**config.mk**
```make
export PLATFORM = sky130hd
export DESIGN_NAME = multicycle_control_flat
export DESIGN_NICKNAME = d
export VERILOG_FILES = /design/src/rtl/multicycle_control_if.sv /design/src/rtl/multicycle_control.sv /design/src/flat_wrapper.sv
export SDC_FILE = /design/constraint.sdc
export NUM_CORES = 1
export LEC_CHECK = 0
export ABC_AREA = 1
export BUFFER_PORTS_ARGS = -buffer_cell sky130_fd_sc_hd__buf_2
export CAP_MARGIN = 20
export CORE_UTILIZATION = 56
export CTS_CLUSTER_SIZE = 16
export DETAILED_ROUTE_END_ITERATION = 8
export GPL_TIMING_DRIVEN = 0
export PLACE_DENSITY = 0.95
export SLEW_MARGIN = 20
export SYNTH_ARGS = -nofsm -noshare
export SYNTH_HDL_FRONTEND = slang
export SYNTH_SLANG_ARGS = --single-unit
```
**constraint.sdc**
```tcl
create_clock -name clock -period 2.17 [get_ports clock]
set_clock_uncertainty 0.05 [all_clocks]
set_input_delay 0.434 -clock clock [delete_from_list [all_inputs] [get_ports clock]]
set_output_delay 0.434 -clock clock [all_outputs]
set_load 0.02 [all_outputs]
```
**src/rtl/multicycle_control_if.sv**
```systemverilog
// Control/datapath bundle for the multi-cycle CPU controller.
// master = controller side, slave = datapath side.
interface multicycle_control_if #(parameter int CNT_W = 16);
  logic [3:0]       opcode;
  logic             zero;
  logic             mem_ready;
  logic             pc_write;
  logic             ir_write;
  logic             iord;
  logic             mem_read;
  logic             mem_write;
  logic             reg_write;
  logic             reg_dst;
  logic             mem_to_reg;
  logic             alu_src_a;
  logic [1:0]       alu_src_b;
  logic [2:0]       alu_op;
  logic [1:0]       pc_source;
  logic             illegal_op;
  logic             halted;
  logic [3:0]       state_out;
  logic [CNT_W-1:0] cycle_count;
  logic [CNT_W-1:0] instr_count;

  modport master (
    input  opcode, zero, mem_ready,
    output pc_write, ir_write, iord, mem_read, mem_write, reg_write, reg_dst,
           mem_to_reg, alu_src_a, alu_src_b, alu_op, pc_source, illegal_op,
           halted, state_out, cycle_count, instr_count
  );

  modport slave (
    output opcode, zero, mem_ready,
    input  pc_write, ir_write, iord, mem_read, mem_write, reg_write, reg_dst,
           mem_to_reg, alu_src_a, alu_src_b, alu_op, pc_source, illegal_op,
           halted, state_out, cycle_count, instr_count
  );
endinterface

```
**src/rtl/multicycle_control.sv**
```systemverilog
// Main control FSM for the 16-bit multi-cycle CPU: sequences fetch/decode/
// execute/memory/writeback, drives datapath controls, keeps debug counters.
module multicycle_control #(
  parameter int CNT_W = 16
) (
  input  logic                 clock,
  input  logic                 reset,
  multicycle_control_if.master bus
);

  typedef enum logic [3:0] {
    FETCH  = 4'd0,  DECODE = 4'd1,  MEMADR = 4'd2,  MEMRD = 4'd3,
    MEMWB  = 4'd4,  MEMWR  = 4'd5,  EXEC   = 4'd6,  ALUWB = 4'd7,
    BRANCH = 4'd8,  JUMP   = 4'd9,  ADDIEX = 4'd10, HALT  = 4'd11
  } state_t;

  localparam logic [2:0] ALU_ADD   = 3'b000;
  localparam logic [2:0] ALU_SUB   = 3'b001;
  localparam logic [2:0] ALU_FUNCT = 3'b010;

  state_t           state;
  logic [CNT_W-1:0] cycle_q;
  logic [CNT_W-1:0] instr_q;
  logic             retire;

  // An instruction retires on its last cycle before FETCH, or on entering HALT.
  always_comb begin
    retire = 1'b0;
    case (state)
      MEMWB, ALUWB, BRANCH, JUMP: retire = 1'b1;
      MEMWR:                      retire = bus.mem_ready;
      DECODE:                     retire = (bus.opcode == 4'd7);
      default:                    retire = 1'b0;
    endcase
  end

  always_ff @(posedge clock) begin
    if (reset) begin
      state   <= FETCH;
      cycle_q <= '0;
      instr_q <= '0;
    end else begin
      cycle_q <= cycle_q + 1'b1;
      if (retire) instr_q <= instr_q + 1'b1;
      case (state)
        FETCH:  if (bus.mem_ready) state <= DECODE;
        DECODE:
          case (bus.opcode)
            4'd0:       state <= EXEC;
            4'd1:       state <= ADDIEX;
            4'd2, 4'd3: state <= MEMADR;
            4'd4, 4'd5: state <= BRANCH;
            4'd6:       state <= JUMP;
            4'd7:       state <= HALT;
            default:    state <= FETCH;
          endcase
        MEMADR: state <= (bus.opcode == 4'd3) ? MEMWR : MEMRD;
        MEMRD:  if (bus.mem_ready) state <= MEMWB;
        MEMWR:  if (bus.mem_ready) state <= FETCH;
        EXEC, ADDIEX: state <= ALUWB;
        HALT:   state <= HALT;
        default: state <= FETCH;
      endcase
    end
  end

  // Moore decode; FETCH and BRANCH enables additionally qualify on inputs.
  always_comb begin
    bus.pc_write   = 1'b0;
    bus.ir_write   = 1'b0;
    bus.iord       = 1'b0;
    bus.mem_read   = 1'b0;
    bus.mem_write  = 1'b0;
    bus.reg_write  = 1'b0;
    bus.reg_dst    = 1'b0;
    bus.mem_to_reg = 1'b0;
    bus.alu_src_a  = 1'b0;
    bus.alu_src_b  = 2'b00;
    bus.alu_op     = ALU_ADD;
    bus.pc_source  = 2'b00;
    bus.illegal_op = 1'b0;
    bus.halted     = 1'b0;
    case (state)
      FETCH: begin
        bus.mem_read  = 1'b1;
        bus.alu_src_b = 2'b01;
        bus.ir_write  = bus.mem_ready;
        bus.pc_write  = bus.mem_ready;
      end
      DECODE: begin
        bus.alu_src_b  = 2'b10;
        bus.illegal_op = bus.opcode[3];
      end
      MEMADR, ADDIEX: begin
        bus.alu_src_a = 1'b1;
        bus.alu_src_b = 2'b10;
      end
      MEMRD: begin
        bus.mem_read = 1'b1;
        bus.iord     = 1'b1;
      end
      MEMWB: begin
        bus.reg_write  = 1'b1;
        bus.mem_to_reg = 1'b1;
      end
      MEMWR: begin
        bus.mem_write = 1'b1;
        bus.iord      = 1'b1;
      end
      EXEC: begin
        bus.alu_src_a = 1'b1;
        bus.alu_op    = ALU_FUNCT;
      end
      ALUWB: begin
        bus.reg_write = 1'b1;
        bus.reg_dst   = (bus.opcode == 4'd0);
      end
      BRANCH: begin
        bus.alu_src_a = 1'b1;
        bus.alu_op    = ALU_SUB;
        bus.pc_source = 2'b01;
        bus.pc_write  = ((bus.opcode == 4'd4) &&  bus.zero) ||
                        ((bus.opcode == 4'd5) && !bus.zero);
      end
      JUMP: begin
        bus.pc_source = 2'b10;
        bus.pc_write  = 1'b1;
      end
      HALT:    bus.halted = 1'b1;
      default: ;
    endcase
    if (reset) begin
      bus.pc_write   = 1'b0;
      bus.ir_write   = 1'b0;
      bus.mem_read   = 1'b0;
      bus.mem_write  = 1'b0;
      bus.reg_write  = 1'b0;
      bus.illegal_op = 1'b0;
    end
  end

  assign bus.state_out   = state;
  assign bus.cycle_count = cycle_q;
  assign bus.instr_count = instr_q;

endmodule

```
**src/flat_wrapper.sv**
```systemverilog
// flat-port wrapper written by rule: the top's interface ports become plain ports
module multicycle_control_flat 
#(
  parameter int CNT_W = 16
)
  (clock, reset, bus_opcode, bus_zero, bus_mem_ready, bus_pc_write, bus_ir_write, bus_iord, bus_mem_read, bus_mem_write, bus_reg_write, bus_reg_dst, bus_mem_to_reg, bus_alu_src_a, bus_alu_src_b, bus_alu_op, bus_pc_source, bus_illegal_op, bus_halted, bus_state_out, bus_cycle_count, bus_instr_count);
  multicycle_control_if #(.CNT_W(CNT_W)) bus_i ();
  input  logic clock;
  input  logic reset;
  input wire logic [$bits(bus_i.opcode)-1:0] bus_opcode;
  input wire logic [$bits(bus_i.zero)-1:0] bus_zero;
  input wire logic [$bits(bus_i.mem_ready)-1:0] bus_mem_ready;
  output wire logic [$bits(bus_i.pc_write)-1:0] bus_pc_write;
  output wire logic [$bits(bus_i.ir_write)-1:0] bus_ir_write;
  output wire logic [$bits(bus_i.iord)-1:0] bus_iord;
  output wire logic [$bits(bus_i.mem_read)-1:0] bus_mem_read;
  output wire logic [$bits(bus_i.mem_write)-1:0] bus_mem_write;
  output wire logic [$bits(bus_i.reg_write)-1:0] bus_reg_write;
  output wire logic [$bits(bus_i.reg_dst)-1:0] bus_reg_dst;
  output wire logic [$bits(bus_i.mem_to_reg)-1:0] bus_mem_to_reg;
  output wire logic [$bits(bus_i.alu_src_a)-1:0] bus_alu_src_a;
  output wire logic [$bits(bus_i.alu_src_b)-1:0] bus_alu_src_b;
  output wire logic [$bits(bus_i.alu_op)-1:0] bus_alu_op;
  output wire logic [$bits(bus_i.pc_source)-1:0] bus_pc_source;
  output wire logic [$bits(bus_i.illegal_op)-1:0] bus_illegal_op;
  output wire logic [$bits(bus_i.halted)-1:0] bus_halted;
  output wire logic [$bits(bus_i.state_out)-1:0] bus_state_out;
  output wire logic [$bits(bus_i.cycle_count)-1:0] bus_cycle_count;
  output wire logic [$bits(bus_i.instr_count)-1:0] bus_instr_count;
  assign bus_i.opcode = bus_opcode;
  assign bus_i.zero = bus_zero;
  assign bus_i.mem_ready = bus_mem_ready;
  assign bus_pc_write = bus_i.pc_write;
  assign bus_ir_write = bus_i.ir_write;
  assign bus_iord = bus_i.iord;
  assign bus_mem_read = bus_i.mem_read;
  assign bus_mem_write = bus_i.mem_write;
  assign bus_reg_write = bus_i.reg_write;
  assign bus_reg_dst = bus_i.reg_dst;
  assign bus_mem_to_reg = bus_i.mem_to_reg;
  assign bus_alu_src_a = bus_i.alu_src_a;
  assign bus_alu_src_b = bus_i.alu_src_b;
  assign bus_alu_op = bus_i.alu_op;
  assign bus_pc_source = bus_i.pc_source;
  assign bus_illegal_op = bus_i.illegal_op;
  assign bus_halted = bus_i.halted;
  assign bus_state_out = bus_i.state_out;
  assign bus_cycle_count = bus_i.cycle_count;
  assign bus_instr_count = bus_i.instr_count;
  multicycle_control #(.CNT_W(CNT_W)) u_core (.clock(clock), .reset(reset), .bus(bus_i));
endmodule
```
==> metrics.cfg, run 1 <==
[run_status]
status=finished clean

[timing]
rsz0062_at_grt=no
fmax_ghz=0.494
hold_viol=0
min_period_ns=2.02
setup_viol=0
setup_tns_ns=0
final.setup.worst_slack_ns=0.147
finalCritPeriodShare_pct=93.2
maxSlewViolCount=0
relSlewSlack_pct=67.0
worst_slew_pin_slew_ns=0.492

[final_layout]
synthToLayoutAreaGrowth_pct=23.6
drive_above_1_share_pct=19.4
fin_cells=486
stdcell_area_sq_um=2730
antennaDiodeCount=0
final_nets=447

[cts]
cts_tree=yes
htreeDepth=2
cts_root_buffer=clkbuf_8
insertion_delay_ns=0.29
clock_sinks=36
cts_buffers=5
cts_hold_buf=0
path_clk_slew_ns=0.07
clock_tree.buffer_depth=2
post-cts-setup-buffers=0

[critical_path]
crit_required_ns=1.69
r2r_setup_slack_ns=0.60
critPathLaunchType=flop
critPathMaxFanout=6
critical_path_class=reg2out
worstPathArrival_ns=1.54
cp-end-kind=output port

[pwr]
p_leak_nw=1.50
p_per_area_nw_per_um2=695
vdd.ir_drop.worst_mv=0.434
total_power_mw=1.90

[die]
rows=22
dieArea_sq_um=4210
core-area_sq_um=3720
io-pin-count=62
fp.dieH_microns=64.9
initial_core_util_pct=59.5
die_w_microns=64.9

[routing]
ant_nets=0
num_vias=2507
drc_errors=0
firstDrtPassIters=5
drtIter0Drc=239
wl_microns=5470
avgRoutedWirePerCell_microns=11.2
post_drt_via_cell_ratio=5.16

[synthesis]
yosys.area_share.simple_pct=43.4
syn_area_sq_um=2210
synth_cells=371
synth-compound-area-share_pct=7.18
synth_xor_area_share_pct=3.56
synthMuxAreaShare_pct=0
synth_top_family_by_area=simple AND/OR/NAND/NOR gates
synth_cell_type_count=25
synth_seq_area_share_pct=32.6
synth_edf_count=0
yosysWarnings=0
syn-num-nets=381
syn_area_per_cell_sq_um=5.96
ys.flop_type=dfxtp_1
synth-seq-cells=36
synth_fa_ha_area_share_pct=1.13
synthArstFlopShare_pct=0

[placed_design]
pre_cts_ws_ns=0.222
place_area_sq_um=2570
place.gp.congestion=0.874
io_buffers=59
post-place-cells=478
dp_hpwl_microns=3980

[flow_run]
cap_violations=0

[global_routing]
grt_pass1_vias=2291
antenna_found_initial=0
grt_pass1_wl_microns=9590
grt_usage_pct=28.7
grt_max_degree=13
overflow=0

[hold_path]
hp-class=reg2reg

power by group:
part	switching, mW	internal [mW]	total, mW
logic	0.222	0.113	0.335
clock network	0.256	0.575	0.831
registers	0.0420	0.693	0.735
kinds of logic after synthesis:
| family | after synthesis |
|---|---|
| AOI/OAI and AO/OA | 30 |
| xor gates and xnor gates | 9 |
| adders and majority gates | 2 |
| buffers and inverters | 63 |
| DFF | 36 |
| other | 1 |
| and+or+nand+nor | 230 |
cell type report:
| type | count | area, sq um |
|---|---|---|
| buffer | 8 | 57.6 |
| clock buffer | 5 | 68.8 |
| clock inverter | 3 | 90.1 |
| fill | 310 | 982 |
| inverter | 55 | 206 |
| multi-input combinational | 272 | 1230 |
| sequential | 36 | 721 |
| tap | 48 | 60.1 |
| timing repair buffer | 59 | 295 |
placed cells by master (no fill, tap or decap), types with 2 or more instances in the layout:
cell / netlist / routed
nor2_2: 1 / 2
xor2_1: 9 / 9
nor3_1: 12 / 11
nand3_1: 19 / 19
ha_1: 2 / 2
clkbuf_1: 2 / 2
nand2_2: 3 / 3
nor2_1: 72 / 71
inv_1: 53 / 53
a21oi_1: 19 / 19
nand2_1: 111 / 111
bufinv_16: 0 / 3
clkbuf_8: 0 / 5
o21ai_0: 8 / 8
buf_6: 2 / 2
nor2_4: 2 / 2
inv_2: 2 / 2
dfxtp_1: 36 / 36
buf_2: 1 / 60
nand4_1: 8 / 8
buf_4: 3 / 3
metal layers:
metal / GRT usage (%) / routed length (microns) / vias to the layer above
met5: 0 / 0 / -
li1: - / - / 1273
met4: 9.72 / 43 / 0
met1: 35.2 / 2440 / 1122
met3: 5.28 / 372 / 7
met2: 49.7 / 2610 / 105
sequential cells by signal (all words and copies together), names as in the netlist:
register and flops:
u_core.bus.cycle_count 16, u_core.bus.instr_count 16, u_core.bus.state_out 4
critical path: stages (launching register included):
cell      delay [ns]
dfxtp_1         0.35
inv_1           0.13
nand2_1         0.16
nor3_2          0.19
o211ai_1        0.11
a21oi_1         0.12
buf_2           0.18
through the flow:
step,utilization (%),hold slack (ns)
CTS,73.5,0.418
global placement,69.2,0.388
global route,73.6,0.443
finish,73.6,0.419
floorplan,-,0.469
detailed placement,69.2,0.405
worst paths after layout:
kind	from	end	depth (start not counted)
max	u_core.bus.state_out[2]	bus_pc_write	6
min	u_core.bus.cycle_count[0]	u_core.bus.cycle_count[0]	1
max reg2reg	u_core.bus.state_out[0]	u_core.bus.instr_count[2]	8
min reg2reg	u_core.bus.cycle_count[0]	u_core.bus.cycle_count[0]	1
cells in the mapped netlist (2+ instances only):
cell type	instances	area, sq um
nand2_1	111	417
nor2_1	72	270
inv_1	53	199
dfxtp_1	36	721
a21oi_1	19	95.1
nand3_1	19	95.1
nor3_1	12	60.1
xor2_1	9	78.8
nand4_1	8	50.1
o21ai_0	8	40.0
buf_4	3	22.5
nand2_2	3	18.8
buf_6	2	22.5
clkbuf_1	2	7.51
ha_1	2	25.0
inv_2	2	7.51
nor2_4	2	22.5
repair_timing:
| item | 4_1_cts | 5_1_grt |
|---|---|---|
| endpoints found under the hold margin | 0 | 0 |
| resized for setup | 0 | 1 |
| setup endpoints to repair | 0 | 1 |
Note: power is estimated with default switching activity, not from simulation.
==> inputs of run 2 (changes only) <==
- BUFFER_PORTS_ARGS: -buffer_cell sky130_fd_sc_hd__buf_2 -> -buffer_cell sky130_fd_sc_hd__buf_4
==> run 2 against run 1 <==
  * Sequential cell count unchanged
  * Non-clock buffer count up 1
  * Worst hold slack worse by 0.0055 ns
  * Register-to-register slack hardly changed
  * Critical path depth unchanged
  * Global-route usage increased by 0.29 points
  * Final area rose by 4.2%
  * Critical path type unchanged
==> metrics.cfg, run 2 (synthesized netlist as in run 1, its figures left out) <==
[run_status]
status=finished clean  ; unchanged

[final_layout]
stdcell_area_sq_um=2850  ; was 2730 sq um
final_nets=448  ; was 447
antennaDiodeCount=0  ; unchanged
final_common_cell=nand2_1  ; unchanged
utilization_pct=76.7  ; was 73.6%
synthToLayoutAreaGrowth_pct=28.8  ; was 23.6%
layout_common_cells=nand2_1, nor2_1, buf_4  ; was nand2_1, nor2_1, buf_2
fin_cells=487  ; was 486
fill_cells=302  ; was 310
drive_above_1_share_pct=20.0  ; was 19.4%

[critical_path]
crit_buf_inv=2  ; unchanged
critPathMaxFanout=6  ; unchanged
critical_path.max_stage_delay_ns=0.35  ; about the same
path_depth=6  ; unchanged
cp_slowest_cell=dfxtp_1  ; unchanged
critPathLaunchType=flop  ; unchanged
r2r_setup_slack_ns=0.61  ; was 0.60 ns
cpLargestDelayFamily=flip-flops  ; unchanged
crit_required_ns=1.69  ; about the same
critical_path_class=reg2out  ; unchanged
r2r_cells=7  ; was 8
cp-end-kind=output port  ; unchanged
worstPathArrival_ns=1.55  ; was 1.54 ns
path_cells=inv_1, nand2_2, nor3_2, o211ai_1, a21oi_1, buf_4  ; was inv_1, nand2_1, nor3_2, o211ai_1, a21oi_1, buf_2

[pwr]
p_leak_nw=1.48  ; was 1.50 nW
internal_power_mw=1.18  ; was 1.38 mW
pwr-share-clk_pct=35.4  ; was 43.7%
switching_share_pct=30.9  ; was 27.4%
vdd.ir_drop.worst_mv=0.472  ; was 0.434 mV
total_power_mw=1.71  ; was 1.90 mW
netSwitchingPower_mw=0.529  ; was 0.520 mW
pwr-share-seq_pct=43.1  ; was 38.6%
p_comb_share_pct=21.5  ; was 17.6%
p_per_area_nw_per_um2=601  ; was 695 nW/um^2

[die]
fp.dieH_microns=64.9  ; unchanged
core-area_sq_um=3720  ; unchanged
die_w_microns=64.9  ; unchanged
io-pin-count=62  ; unchanged
initial_core_util_pct=59.5  ; unchanged
dieArea_sq_um=4210  ; unchanged
rows=22  ; unchanged

[cts]
insertion_delay_ns=0.30  ; was 0.29 ns
htreeDepth=2  ; unchanged
cts_buffers=5  ; unchanged
clock_sinks=36  ; unchanged
cts_hold_buf=0  ; unchanged
clock_tree.buffer_depth=2  ; unchanged
cts_root_buffer=clkbuf_8  ; unchanged
cts_tree=yes  ; unchanged
path_clk_slew_ns=0.08  ; was 0.07 ns

[global_routing]
grt_pass1_vias=2295  ; was 2291
grt_usage_pct=29.0  ; was 28.7%
grt_max_degree=14  ; was 13
antenna_found_initial=0  ; unchanged
overflow=0  ; unchanged
grt_pass1_wl_microns=9660  ; was 9590 microns

[routing]
num_vias=2505  ; was 2507
avgRoutedWirePerCell_microns=11.4  ; was 11.2 microns
drtIter0Drc=268  ; was 239
ant_nets=0  ; unchanged
wl_microns=5570  ; was 5470 microns
firstDrtPassIters=4  ; was 5
post_drt_via_cell_ratio=5.14  ; was 5.16
drc_errors=0  ; unchanged

[flow_run]
cap_violations=0  ; unchanged

[timing]
min_period_ns=2.03  ; was 2.02 ns
rsz0062_at_grt=no  ; unchanged
maxSlewViolCount=0  ; unchanged
setup_tns_ns=0  ; unchanged
setup_viol=0  ; unchanged
relSlewSlack_pct=66.1  ; was 67.0%
finalCritPeriodShare_pct=93.6  ; was 93.2%
final.setup.worst_slack_ns=0.139  ; was 0.147 ns
worst_slew_pin_slew_ns=0.504  ; was 0.492 ns
hold_viol=0  ; unchanged
fmax_ghz=0.492  ; was 0.494 GHz
holdWs_ns=0.413  ; was 0.419 ns

[placed_design]
place_area_sq_um=2720  ; was 2570 sq um
post-place-cells=478  ; unchanged
io_buffers=59  ; unchanged
dp_hpwl_microns=4180  ; was 3980 microns
place.gp.congestion=0.900  ; was 0.874
pre_cts_ws_ns=0.175  ; was 0.222 ns

[hold_path]
whs_path_depth=1  ; unchanged
hp-class=reg2reg  ; unchanged

run 2: cell count changes in the layout (fill, tap and decap cells not counted), sizes merged:
| cell | before | now |
|---|---|---|
| clkinvlp | 0 | 1 |
| bufinv | 3 | 1 |
| buf | 65 | 66 |
| inv | 55 | 56 |
run 2: timing repair:
action	CTS	global route
setup buffers	0	1
setup endpoints to repair	0	1
gates resized for setup	0	3
run 2: final cells by class:
class                      count  area, sq um  area share, %
clock buffer                   5         68.8           2.42
buffer                         8         57.6           2.02
tap                           48         60.1           2.11
clock inverter                 3         46.3           1.62
timing repair buffer          60          450           15.8
inverter                      55          206           7.25
sequential                    36          722           25.3
multi-input combinational    272         1240           43.4
run 2: path summary, 6_finish.rpt:
check,endpoint,start
setup reg to reg,u_core.bus.instr_count[10],u_core.bus.instr_count[0]
setup / recovery,bus_pc_write,u_core.bus.state_out[2]
hold / removal,u_core.bus.cycle_count[0],u_core.bus.cycle_count[0]
hold reg to reg,u_core.bus.cycle_count[0],u_core.bus.cycle_count[0]
run 2: power groups by stage:
| stage | clock network [mW] | logic, mW | registers, mW |
|---|---|---|---|
| after CTS | 0.617 | 0.366 | 0.735 |
| after global routing | 0.638 | 0.412 | 0.742 |
| after detailed placement | 0 | 0.363 | 0.750 |
| after floorplan | 0 | 0.201 | 0.781 |
| final | 0.606 | 0.369 | 0.737 |
| after global placement | 0 | 0.353 | 0.749 |
run 2: layer usage:
layer | track usage (%) | part of all wire (%) | wire (microns)
met5 | 0 | 0 | 0
met4 | 11.7 | 1.6 | 89
met3 | 5.99 | 8.2 | 456
met2 | 49.9 | 48 | 2700
met1 | 34.7 | 42 | 2330
